[config.mk]
export PLATFORM = sky130hd
export DESIGN_NAME = viterbi_traceback
export DESIGN_NICKNAME = d
export VERILOG_FILES = /design/src/rtl/viterbi_pkg.sv /design/src/rtl/viterbi_bp_mem.sv /design/src/rtl/viterbi_traceback.sv
export SDC_FILE = /design/constraint.sdc
export NUM_CORES = 1
export LEC_CHECK = 0
export ABC_CLOCK_PERIOD_IN_PS = 4000
export CORE_UTILIZATION = 50
export DETAILED_ROUTE_END_ITERATION = 12
export PLACE_DENSITY = 0.66
export SYNTH_ARGS = -nofsm -noshare
export SYNTH_HDL_FRONTEND = slang
export SYNTH_HIERARCHICAL = 1
export SYNTH_SLANG_ARGS = --single-unit
[constraint.sdc]
create_clock -name clk -period 4 [get_ports clk]
set_clock_uncertainty 0.1 [all_clocks]
set_input_delay 0.4 -clock clk [delete_from_list [all_inputs] [get_ports clk]]
set_output_delay 0.4 -clock clk [all_outputs]
set_load 0.01 [all_outputs]
[src/rtl/viterbi_pkg.sv]
// rtl/viterbi_pkg.sv - constants and FSM state type shared by the Viterbi tagger stages
package viterbi_pkg;

    localparam int word_num     = 16;  // maximum sentence length
    localparam int word_num_bit = 4;   // width of a word index
    localparam int POS_num      = 11;  // number of POS states
    localparam int POS_num_bit  = 4;   // width of a POS index

    typedef enum logic [1:0] {
        IDLE = 2'd0,
        EMIT = 2'd1,
        FIN  = 2'd2
    } tb_state_t;

endpackage

[src/rtl/viterbi_bp_mem.sv]
// rtl/viterbi_bp_mem.sv - backpointer array with range-gated write and combinational read
//   clk                          : clock
//   wr_allow                     : top-level permission to write (FSM idle)
//   bp_we/bp_word/bp_state/bp_index : write request
//   rd_word/rd_state             : read address
//   rd_index                     : stored predecessor, zero for an out-of-range state
module viterbi_bp_mem
    import viterbi_pkg::*;
(
    input  logic                    clk,
    input  logic                    wr_allow,
    input  logic                    bp_we,
    input  logic [word_num_bit-1:0] bp_word,
    input  logic [POS_num_bit-1:0]  bp_state,
    input  logic [POS_num_bit-1:0]  bp_index,
    input  logic [word_num_bit-1:0] rd_word,
    input  logic [POS_num_bit-1:0]  rd_state,
    output logic [POS_num_bit-1:0]  rd_index
);

    // Deliberately not reset: the array is rewritten for every sentence.
    logic [POS_num_bit-1:0] mem [word_num][POS_num];
    logic                   wr_ok;

    // Indices are widened before comparing so the bound checks stay
    // meaningful even when an index width exactly covers its range.
    assign wr_ok = bp_we && wr_allow
                && (32'(bp_word)  < word_num)
                && (32'(bp_state) < POS_num);

    always_ff @(posedge clk) begin
        if (wr_ok) begin
            mem[bp_word][bp_state] <= bp_index;
        end
    end

    assign rd_index = (32'(rd_state) < POS_num) ? mem[rd_word][rd_state] : '0;

endmodule

[src/rtl/viterbi_traceback.sv]
// rtl/viterbi_traceback.sv - Viterbi backpointer store and reverse traceback with valid/ready output
//   clk, reset                     : clock, synchronous active-high reset
//   bp_we/bp_word/bp_state/bp_index : backpointer write (accepted only while idle)
//   start/num_words/last_POS        : traceback request
//   busy                            : traceback in progress
//   out_valid/out_ready/out_word/out_pos : tag stream, last word first
//   done                            : one-cycle end pulse (normal, abort or rejected start)
//   err                             : sticky error flag
module viterbi_traceback
    import viterbi_pkg::*;
(
    input  logic                    clk,
    input  logic                    reset,
    input  logic                    bp_we,
    input  logic [word_num_bit-1:0] bp_word,
    input  logic [POS_num_bit-1:0]  bp_state,
    input  logic [POS_num_bit-1:0]  bp_index,
    input  logic                    start,
    input  logic [word_num_bit:0]   num_words,
    input  logic [POS_num_bit-1:0]  last_POS,
    output logic                    busy,
    output logic                    out_valid,
    input  logic                    out_ready,
    output logic [word_num_bit-1:0] out_word,
    output logic [POS_num_bit-1:0]  out_pos,
    output logic                    done,
    output logic                    err
);

    tb_state_t               state;
    logic [word_num_bit-1:0] t;
    logic [POS_num_bit-1:0]  cur;
    logic [POS_num_bit-1:0]  nxt;
    logic                    len_ok;
    logic                    last_ok;
    logic                    nxt_ok;

    viterbi_bp_mem u_mem (
        .clk      (clk),
        .wr_allow (state == IDLE),
        .bp_we    (bp_we),
        .bp_word  (bp_word),
        .bp_state (bp_state),
        .bp_index (bp_index),
        .rd_word  (t),
        .rd_state (cur),
        .rd_index (nxt)
    );

    assign len_ok  = (num_words != '0) && (32'(num_words) <= word_num);
    assign last_ok = 32'(last_POS) < POS_num;
    assign nxt_ok  = 32'(nxt) < POS_num;

    // The tag on the bus is always the live t/cur pair.
    assign out_word = t;
    assign out_pos  = cur;

    always_ff @(posedge clk) begin
        if (reset) begin
            state     <= IDLE;
            t         <= '0;
            cur       <= '0;
            busy      <= 1'b0;
            out_valid <= 1'b0;
            done      <= 1'b0;
            err       <= 1'b0;
        end else begin
            done <= 1'b0;
            case (state)
                IDLE: begin
                    if (start) begin
                        if (len_ok) begin
                            // num_words == word_num wraps the low bits to 0, so -1 still lands on word_num-1.
                            t    <= num_words[word_num_bit-1:0] - 1'b1;
                            cur  <= last_POS;
                            busy <= 1'b1;
                            if (last_ok) begin
                                err       <= 1'b0;
                                out_valid <= 1'b1;
                                state     <= EMIT;
                            end else begin
                                // Nothing valid to emit; close out through FIN with the error flagged.
                                err   <= 1'b1;
                                done  <= 1'b1;
                                state <= FIN;
                            end
                        end else begin
                            err  <= 1'b1;
                            done <= 1'b1;
                        end
                    end
                end
                EMIT: begin
                    if (out_valid && out_ready) begin
                        if (t == '0) begin
                            out_valid <= 1'b0;
                            done      <= 1'b1;
                            state     <= FIN;
                        end else if (nxt_ok) begin
                            t   <= t - 1'b1;
                            cur <= nxt;
                        end else begin
                            // Corrupt backpointer: drop the remaining tags.
                            t         <= t - 1'b1;
                            err       <= 1'b1;
                            out_valid <= 1'b0;
                            done      <= 1'b1;
                            state     <= FIN;
                        end
                    end
                end
                FIN: begin
                    busy  <= 1'b0;
                    state <= IDLE;
                end
                default: state <= IDLE;
            endcase
        end
    end

endmodule

Yosys cells after proc, flatten, opt, wreduce, memory -nomap -nowiden:

Memory sizes are Yosys's and may differ from the RTL's. A register that Yosys moved wholly into a read port is not among the register bits.
Cells that the tools add are included.

* register bits: 14
* memory bits (writable): 704
* input port bits: 26
* output and inout port bits: 12
* word-level logic and storage cells: 96
* memories: 1

* $add $sub $neg: 2
* $lt $le $gt $ge: 8
* equality and inequality tests: 10
* muxes and demuxes: 50
* bitwise gates (word level): 2
* reduce and logical (&&, ||, !) cells: 16

Memories
* u_mem.mem: words 16, width 44, rd ports 1, clocked after Yosys merged registers in 1, wr ports 1, RTL line viterbi_bp_mem.sv:22 `logic [POS_num_bit-1:0] mem [word_num][POS_num];`

Operators with widths (count)
* 4-bit two-way mux: 15
* 44-bit two-way mux: 1
* 1-bit two-way mux: 19
* 4-bit binary-select mux with 4-bit select: 1
* 4-bit demux with 4-bit select: 1
* 4-bit less-than comparator, second input constant: 4
* 4-bit case mux with 2 select lines: 2
* 2-bit inequality test, second input constant: 7
* 2-bit two-way mux: 6
* 6-bit AND reduction: 2
* 5-bit greater-or-equal comparator, second input constant: 2
* 4-bit NOT with 5-bit output: 2
* 5-bit AND reduction: 2
* 1-bit case mux with 2 select lines: 4
* 4-bit by 1-bit subtractor with 4-bit output, second input constant: 2
* 5-bit <= comparator, second input constant: 1
* 1-bit logical AND: 5
* 5-bit by 1-bit less-than comparator with 1-bit output, second input constant: 1
* 5-bit nonzero test: 1
* 4-bit logical NOT: 1
* 2-bit case mux with 2 select lines: 1
* 4-bit AND reduction: 1
* 2-bit nonzero test: 2
* 3-bit inequality test, second input constant: 1
* other kinds (4): 4

Logic depth before layout (Yosys ltp):

Gate-level depths: netlist of the first run.

* depth after elaboration: 10
* depth in mapped cells: 16
* gate-level depth less buffers: 11

Modules after synthesis:

The synthesis of the first run kept the hierarchy.

Modules (own cells, without submodules)
* viterbi_bp_mem: instances 1, cells each 1386, area each 28081.9 sq um, sequential area each 21140.3 sq um
* viterbi_traceback: instances 1, cells each 99, area each 814.5 sq um, sequential area each 280.3 sq um

Worst setup path after synthesis of the first run:

Ideal clock, no wire load.

* path kind: register to register
* from: reg t[1] (netlist: out_word[1])
* to: reg cur[0] (netlist: out_pos[0])
* setup time: 91 ps
* data arrival time: 3255 ps
* data required time: 3809 ps
* slack: 554 ps
* stages on the path, launching flop included: 15
* buffers on the path: 3
* clock period less this slack: 3446 ps
* cells stage by stage: dfxtp_1 buf_2 buf_2 clkbuf_1 mux4_2 mux4_2 nand2_1 a21oi_1 a211oi_1 o22ai_1 a21o_1 and3_1 a211oi_4 nor2_1 a311oi_1

* longest elaborated chain between the ends: 3

RTL lines
* from (decl): RTL line viterbi_traceback.sv:31 `logic [word_num_bit-1:0] t;`
* from (signal assigned): RTL line viterbi_traceback.sv:74 `t <= num_words[word_num_bit-1:0] - 1'b1;`
* from (signal assigned): RTL line viterbi_traceback.sv:100 `t <= t - 1'b1;`
* from (signal assigned): RTL line viterbi_traceback.sv:104 `t <= t - 1'b1;`
* 4-bit logical NOT: RTL line viterbi_traceback.sv:95 `if (t == '0) begin`
* 2-bit inequality test (no line)
* 6-bit AND reduction (no line)
* to (signal assigned): RTL line viterbi_traceback.sv:75 `cur <= last_POS;`
* to (signal assigned): RTL line viterbi_traceback.sv:101 `cur <= nxt;`
* to (decl): RTL line viterbi_traceback.sv:32 `logic [POS_num_bit-1:0] cur;`

No other way between the ends.
A chain may end at the register's enable or synchronous reset.

Final worst setup path of the first run:

* from: reg t[0] (netlist: out_word[0])
* to: reg out_valid

* longest elaborated chain between the ends: 4
* elaborated cells on any way between the ends: 6
* classes of those cells: 1 x eq/ne; 3 x mux; 2 x reduce/logical

RTL lines
* 4-bit logical NOT (*): RTL line viterbi_traceback.sv:95
* 1-bit two-way mux: RTL line viterbi_traceback.sv:95
* 1-bit two-way mux: RTL line viterbi_traceback.sv:94 `if (out_valid && out_ready) begin`
* 1-bit case mux with 2 select lines: RTL line viterbi_traceback.sv:69 `case (state)`
* to (signal assigned): RTL line viterbi_traceback.sv:79 `out_valid <= 1'b1;`
* to (signal assigned): RTL line viterbi_traceback.sv:96 `out_valid <= 1'b0;`
* to (signal assigned): RTL line viterbi_traceback.sv:106 `out_valid <= 1'b0;`
* to (decl): RTL line viterbi_traceback.sv:22 `output logic out_valid,`

Every way passes the cells marked *; elsewhere a longest branch is shown, timed or not. The select of a mux whose other input is x is not followed.

==> impl_metrics.tcl, run 1 <==
set metrics [dict create \
    async_flop_share_pct 0 \
    tightest_slew_ns 1.09 \
    rrSetupSlack_ns 0.14 \
    viasPerCell 6.17 \
    final_common_cell "edfxtp_1" \
    io_buffer_count 37 \
    required_ns 4.39 \
    postLayoutCoreUtil_pct 57.5 \
    routedWlPerCell_um 28.5 \
    worstPathMaxFanout 11 \
    synthXorXnorAreaFrac_pct 0.0303 \
    final_nets 1615 \
    synth_compound_area_share_pct 2.79 \
    start_kind "register" \
    finalWeightedCongestion 0.863 \
    clkSinkCount 718 \
    place_area_um2 30400 \
    route.detailed.drc 0 \
    dp_hpwl_mm 43.2 \
    synth_area_leader_cell "edfxtp_1" \
    synth_cells 1485 \
    max_freq_mhz 259 \
    core-area_um2 56700 \
    ys_ff_latch 718 \
    clk_pin_slew_ns 0.06 \
    status "completed" \
    fin_setup_tns_ns 0 \
    grt-ovfl-total 0 \
    cts_tree "yes" \
    worstSetupEndpoint "out_valid" \
    ys.flop_type "edfxtp_1" \
    dieArea_um2 58800 \
    numCtsBuffers 70 \
    p_per_area_nw_per_um2 503 \
    finalHoldViolations 0 \
    synth_edf_count 704 \
    rsz0062_at_grt "false" \
    area_growth_pct 12.8 \
    htreeDepth 3 \
    grt_util_all_layers_pct 23.7 \
    synth_top_area_share_pct 73.2 \
    num_vias 14768 \
    startpoint "out_word[0]" \
    timing.rr.start "out_word[0]" \
    synth.area.top_cells "edfxtp_1, mux4_2, nor2_1, mux2i_1, dfxtp_1" \
    grt_max_degree 99 \
    syn-num-nets 1512 \
    crit_type "reg -> reg" \
    yosysSeqAreaShare_pct 74.1 \
    cts_max_path_buffers 3 \
    clkLatencyLatePin_ns 0.60 \
    end_kind "register" \
    total_power_mw 16.4 \
    vdd_drop_max_mv 0.302 \
    syn-cell-area_um2 28900 \
    place_ws_ns 0.134 \
    instances_no_fill 2393 \
    reg2reg_depth 12 \
    cp.arrival_ns 4.25 \
    drive_above_1_share_pct 23.4 \
    mostFrequentLayoutCells "edfxtp_1, nor2_1, mux4_2" \
    min_from "bp_index[2]" \
    post-route-worst-setup-slack_ns 0.136 \
    diodes 0 \
    wl_mm 68.1 \
    dr.pass1.iters 7 \
    grt_pass1_vias 15036 \
    yosysWarnings 6 \
    muxShareOfSynthArea_pct 16.3 \
    postRouteAntennaNets 0 \
    drt_iter0_drc 1519 \
    dieHeight_um 242 \
    whs_ns 0.290 \
    r2r-end "out_valid" \
    finalMaxSlewViolations 0 \
    initial_core_util_pct 51.0 \
    final.min_clock_period_ns 3.86 \
    cts_root_buf "clkbuf_16" \
    final-setup-viol-count 0 \
    grt_antenna_before_repair 0 \
    io_pins 38 \
    std_cell_rows 87 \
    synth-simple-area-share_pct 4.55 \
    period_share_pct 96.6 \
    ys_types 60 \
    synth_adder_area_share_pct 0.0433 \
    grt_pass1_wl_mm 101 \
    synth.avg_cell_area_um2 19.5 \
    hold_class "in -> reg" \
    die_w_um 242 \
    max-slew-margin-rel_pct 27.0 \
    maxCapViolations 0 \
    dp_cells 2269 \
    finalInstanceArea_um2 32600 \
    power.leakage_nw 9.87 \
    synth_top_family_by_area "multiplexers" \
]
where the power goes:
| group | internal (mW) | switching (mW) |
|---|---|---|
| sequential | 8.28 | 0.0532 |
| clock | 3.65 | 2.68 |
| combinational | 0.751 | 0.977 |
| total | 12.7 | 3.71 |
worst max-delay path, stage by stage (launching register included):
cell and delay, ns:
dfxtp_4 0.44, buf_16 0.20, buf_4 0.20, mux4_2 0.54, mux4_2 0.55, nor2_1 0.12, nor3_1 0.09, a21oi_1 0.22
o22ai_1 0.15, a21o_1 0.24, a211oi_1 0.43, nor3_1 0.11, nor4_1 0.34
synth_stat cells, types with 3 or more instances:
| cell type | number |
|---|---|
| edfxtp_1 | 704 |
| nor2_1 | 202 |
| mux4_2 | 176 |
| mux2i_1 | 61 |
| nand2_1 | 49 |
| clkbuf_1 | 43 |
| a21oi_1 | 25 |
| buf_2 | 17 |
| nor3_1 | 16 |
| dfxtp_1 | 14 |
| a221oi_1 | 11 |
| mux2_2 | 11 |
| nor2b_1 | 11 |
| a22oi_1 | 10 |
| buf_8 | 10 |
| o21ai_0 | 10 |
| nand3_1 | 9 |
| o22ai_1 | 8 |
| buf_6 | 7 |
| a211oi_1 | 6 |
| buf_1 | 6 |
| buf_12 | 5 |
| a311oi_1 | 4 |
| a31oi_1 | 4 |
| inv_1 | 4 |
| nor3b_1 | 4 |
| nor4_1 | 4 |
| o211ai_1 | 4 |
| a221o_1 | 3 |
| nand2b_1 | 3 |
| o221ai_1 | 3 |
logic make-up (layout without fill, tap and decap cells):
group | after synthesis | after routing
compound gates | 109 | 109
xor+xnor | 1 | 1
fa+ha+maj | 1 | 1
buf+inv | 96 | 248
flops | 718 | 718
mux | 248 | 248
simple gates | 312 | 312
layout make-up:
| class | instances | area [µm²] |
|---|---|---|
| inverter | 6 | 22.5 |
| fill | 4145 | 24100 |
| sequential | 718 | 21400 |
| timing repair buffer | 121 | 1200 |
| clock inverter | 30 | 305 |
| multi-input combinational | 671 | 6850 |
| clock buffer | 91 | 1850 |
| tap | 756 | 946 |
layer usage:
metal  GRT usage, %  share of wire (%)
met5              0                  0
met4           8.12                2.8
met3           5.16                8.4
met2           37.1                 48
met1           33.3                 41
worst min-delay path by stage:
stage	to	depth (start not counted)
after floorplan	out_pos[0]	1
final	u_mem/mem[5][26]	1
after global routing	u_mem/mem[5][26]	1
after detailed placement	busy	2
after CTS	u_mem/mem[5][26]	1
after global placement	busy	2
registers in the layout, summed over array words and instances (netlist names):
register,count
busy,1
done,1
err,1
out_pos,4
out_valid,1
out_word,4
state,2
u_mem/mem,704
what timing repair did:
item                       CTS  global route
setup endpoints to repair    0             5
setup buffers                0             2
hold buffers                 0             0
gates resized for setup      0             4
No activity file was read; power rests on OpenSTA's default activity.
==> run 2, diff against run 1 <==
--- a/config.mk
+++ b/config.mk
@@ -5,7 +5,8 @@
 export SDC_FILE = /design/constraint.sdc
 export NUM_CORES = 1
 export LEC_CHECK = 0
-export ABC_CLOCK_PERIOD_IN_PS = 4000
+export ABC_CLOCK_PERIOD_IN_PS = 4200
+export CAP_MARGIN = 10
 export CORE_UTILIZATION = 50
 export DETAILED_ROUTE_END_ITERATION = 12
 export PLACE_DENSITY = 0.66
==> constraint.sdc (replaced) <==
create_clock -name clk -period 4.2 [get_ports clk]
set_clock_uncertainty 0.1 [all_clocks]
set_input_delay 0.42 -clock clk [delete_from_list [all_inputs] [get_ports clk]]
set_output_delay 0.42 -clock clk [all_outputs]
set_load 0.01 [all_outputs]
==> impl_metrics.tcl, run 2 (same netlist as run 1, synthesis figures left out) <==
set metrics [dict create \
    hold_class "in -> reg" \
    hold_end "u_mem/mem[14][26]" \
    die_w_um 242 \
    drt_iter0_drc 1460 \
    wl_mm 67.3 \
    cpLargestDelayFamily "compound AO/OA/AOI/OAI gates" \
    mostFrequentLayoutCells "edfxtp_1, nor2_1, mux4_2" \
    end_kind "register" \
    fin_setup_tns_ns 0 \
    timing.rr.start "out_word[0]" \
    grt_util_all_layers_pct 23.4 \
    crit_chain "buf_4, mux4_2, mux2_2, o22ai_1, nor3_1, a21oi_1, o22ai_1, a21o_1, and3_1, a211oi_4, nor2_1, a311oi_1" \
    area_growth_pct 12.4 \
    clk_pin_slew_ns 0.06 \
    largest_register "u_mem/mem" \
    cp_num_buf_inv 1 \
    final_nets 1589 \
    grt_antenna_before_repair 1 \
    dieArea_um2 58800 \
    finalMaxSlewViolations 0 \
    status "completed" \
    p_per_area_nw_per_um2 486 \
    postRouteAntennaNets 0 \
    routedWlPerCell_um 28.4 \
    r2r-end "out_pos[0]" \
    reg2reg_depth 12 \
    num_vias 14729 \
    fill_cells 4104 \
    cts_root_buf "clkbuf_16" \
    multi_input_area_um2 6840 \
    rsz0062_at_grt "false" \
    tightest_slew_ns 0.915 \
    grt_pass1_wl_mm 99.8 \
    post-cts-setup-buffers 0 \
    holdPathStages 1 \
    dr.pass1.iters 5 \
    dieHeight_um 242 \
    io_pins 38 \
    route.detailed.drc 0 \
    initial_core_util_pct 51.0 \
    cp.arrival_ns 4.44 \
    cts_max_path_buffers 3 \
    cp_slowest_cell "mux4_2" \
    start_kind "register" \
    required_ns 4.60 \
    period_share_pct 96.4 \
    vdd_drop_max_mv 0.299 \
    hold_buffers 0 \
    seq_area_um2 21400 \
    std_cell_rows 87 \
    drive_above_1_share_pct 22.5 \
    postCtsResizedCells 0 \
    dp_hpwl_mm 41.4 \
    diodes 0 \
    crit_type "reg -> reg" \
    power.leakage_nw 9.80 \
    numCtsBuffers 71 \
    largest_register_ffs 704 \
    finalHoldViolations 0 \
    grt-ovfl-total 0 \
    whs_ns 0.349 \
    clkSinkCount 718 \
    max_freq_mhz 247 \
    cts_tree "yes" \
    cp_slowest_stage_delay_ns 0.55 \
    htreeDepth 3 \
    grt_pass1_vias 15114 \
    max-slew-margin-rel_pct 39.0 \
    min_from "bp_index[2]" \
    final_common_cell "edfxtp_1" \
    cpMostUsedCell "o22ai_1" \
    viasPerCell 6.21 \
    final-setup-viol-count 0 \
    maxCapViolations 0 \
    rrSetupSlack_ns 0.15 \
    grt_max_degree 105 \
    final.min_clock_period_ns 4.05 \
    clkLatencyLatePin_ns 0.60 \
    io_buffer_count 37 \
    finalWeightedCongestion 0.849 \
    worstPathMaxFanout 18 \
    core-area_um2 56700 \
]
run 2: changes by cell type in the layout (fill, tap and decap cells not counted), moves of 2 or more:
cell	previous run	this run
buf_4	72	47
clkbuf_1	20	13
clkinv_1	10	15
clkinv_2	8	13
clkbuf_16	72	75
clkinvlp_4	4	1
buf_16	2	0
inv_6	1	3
run 2: stage by stage:
step                setup WS, ns  instance area [µm²]  std cells  power [mW]  util, %
detailed placement         0.208                30200       2245        9.68     53.2
global placement           0.228                30200       2245        9.67     53.2
global route              0.0322                32500       2373        16.3     57.3
CTS                        0.160                32500       2373        15.9     57.3
floorplan                  0.754                28900       1485        9.08        -
finish                     0.152                32500       2373        15.8     57.3
run 2: where the power goes:
group          switching [mW]  total (mW)  internal [mW]
registers              0.0576        7.95           7.89
clock network            2.61        6.25           3.64
logic                   0.912        1.60          0.687
total                    3.58        15.8           12.2
run 2: routing by layer:
metal  wire length [µm]  global-route usage (%)
met5                 12                       0
met3               5900                    5.80
met2              31900                    36.2
met4               2140                    8.82
met1              27300                    32.4
run 2: how the worst max path moves through the flow:
| stage | slack [ns] | start | depth (start not counted) | endpoint |
|---|---|---|---|---|
| after floorplan | 0.75 | out_word[1] | 14 | out_pos[0] |
| after global placement | 0.23 | out_word[0] | 12 | out_pos[1] |
| after detailed placement | 0.21 | out_word[0] | 12 | out_pos[1] |
| after CTS | 0.16 | out_word[0] | 12 | out_pos[0] |
| after global routing | 0.03 | out_word[0] | 12 | out_pos[2] |
| final | 0.15 | out_word[0] | 12 | out_pos[0] |
run 2: area by class of cell:
type                       instances  area share (%)
timing repair buffer              94            2.94
sequential                       718            66.0
clock inverter                    39            1.06
inverter                           6          0.0693
tap                              756            2.91
clock buffer                      89            5.97
multi-input combinational        671            21.1
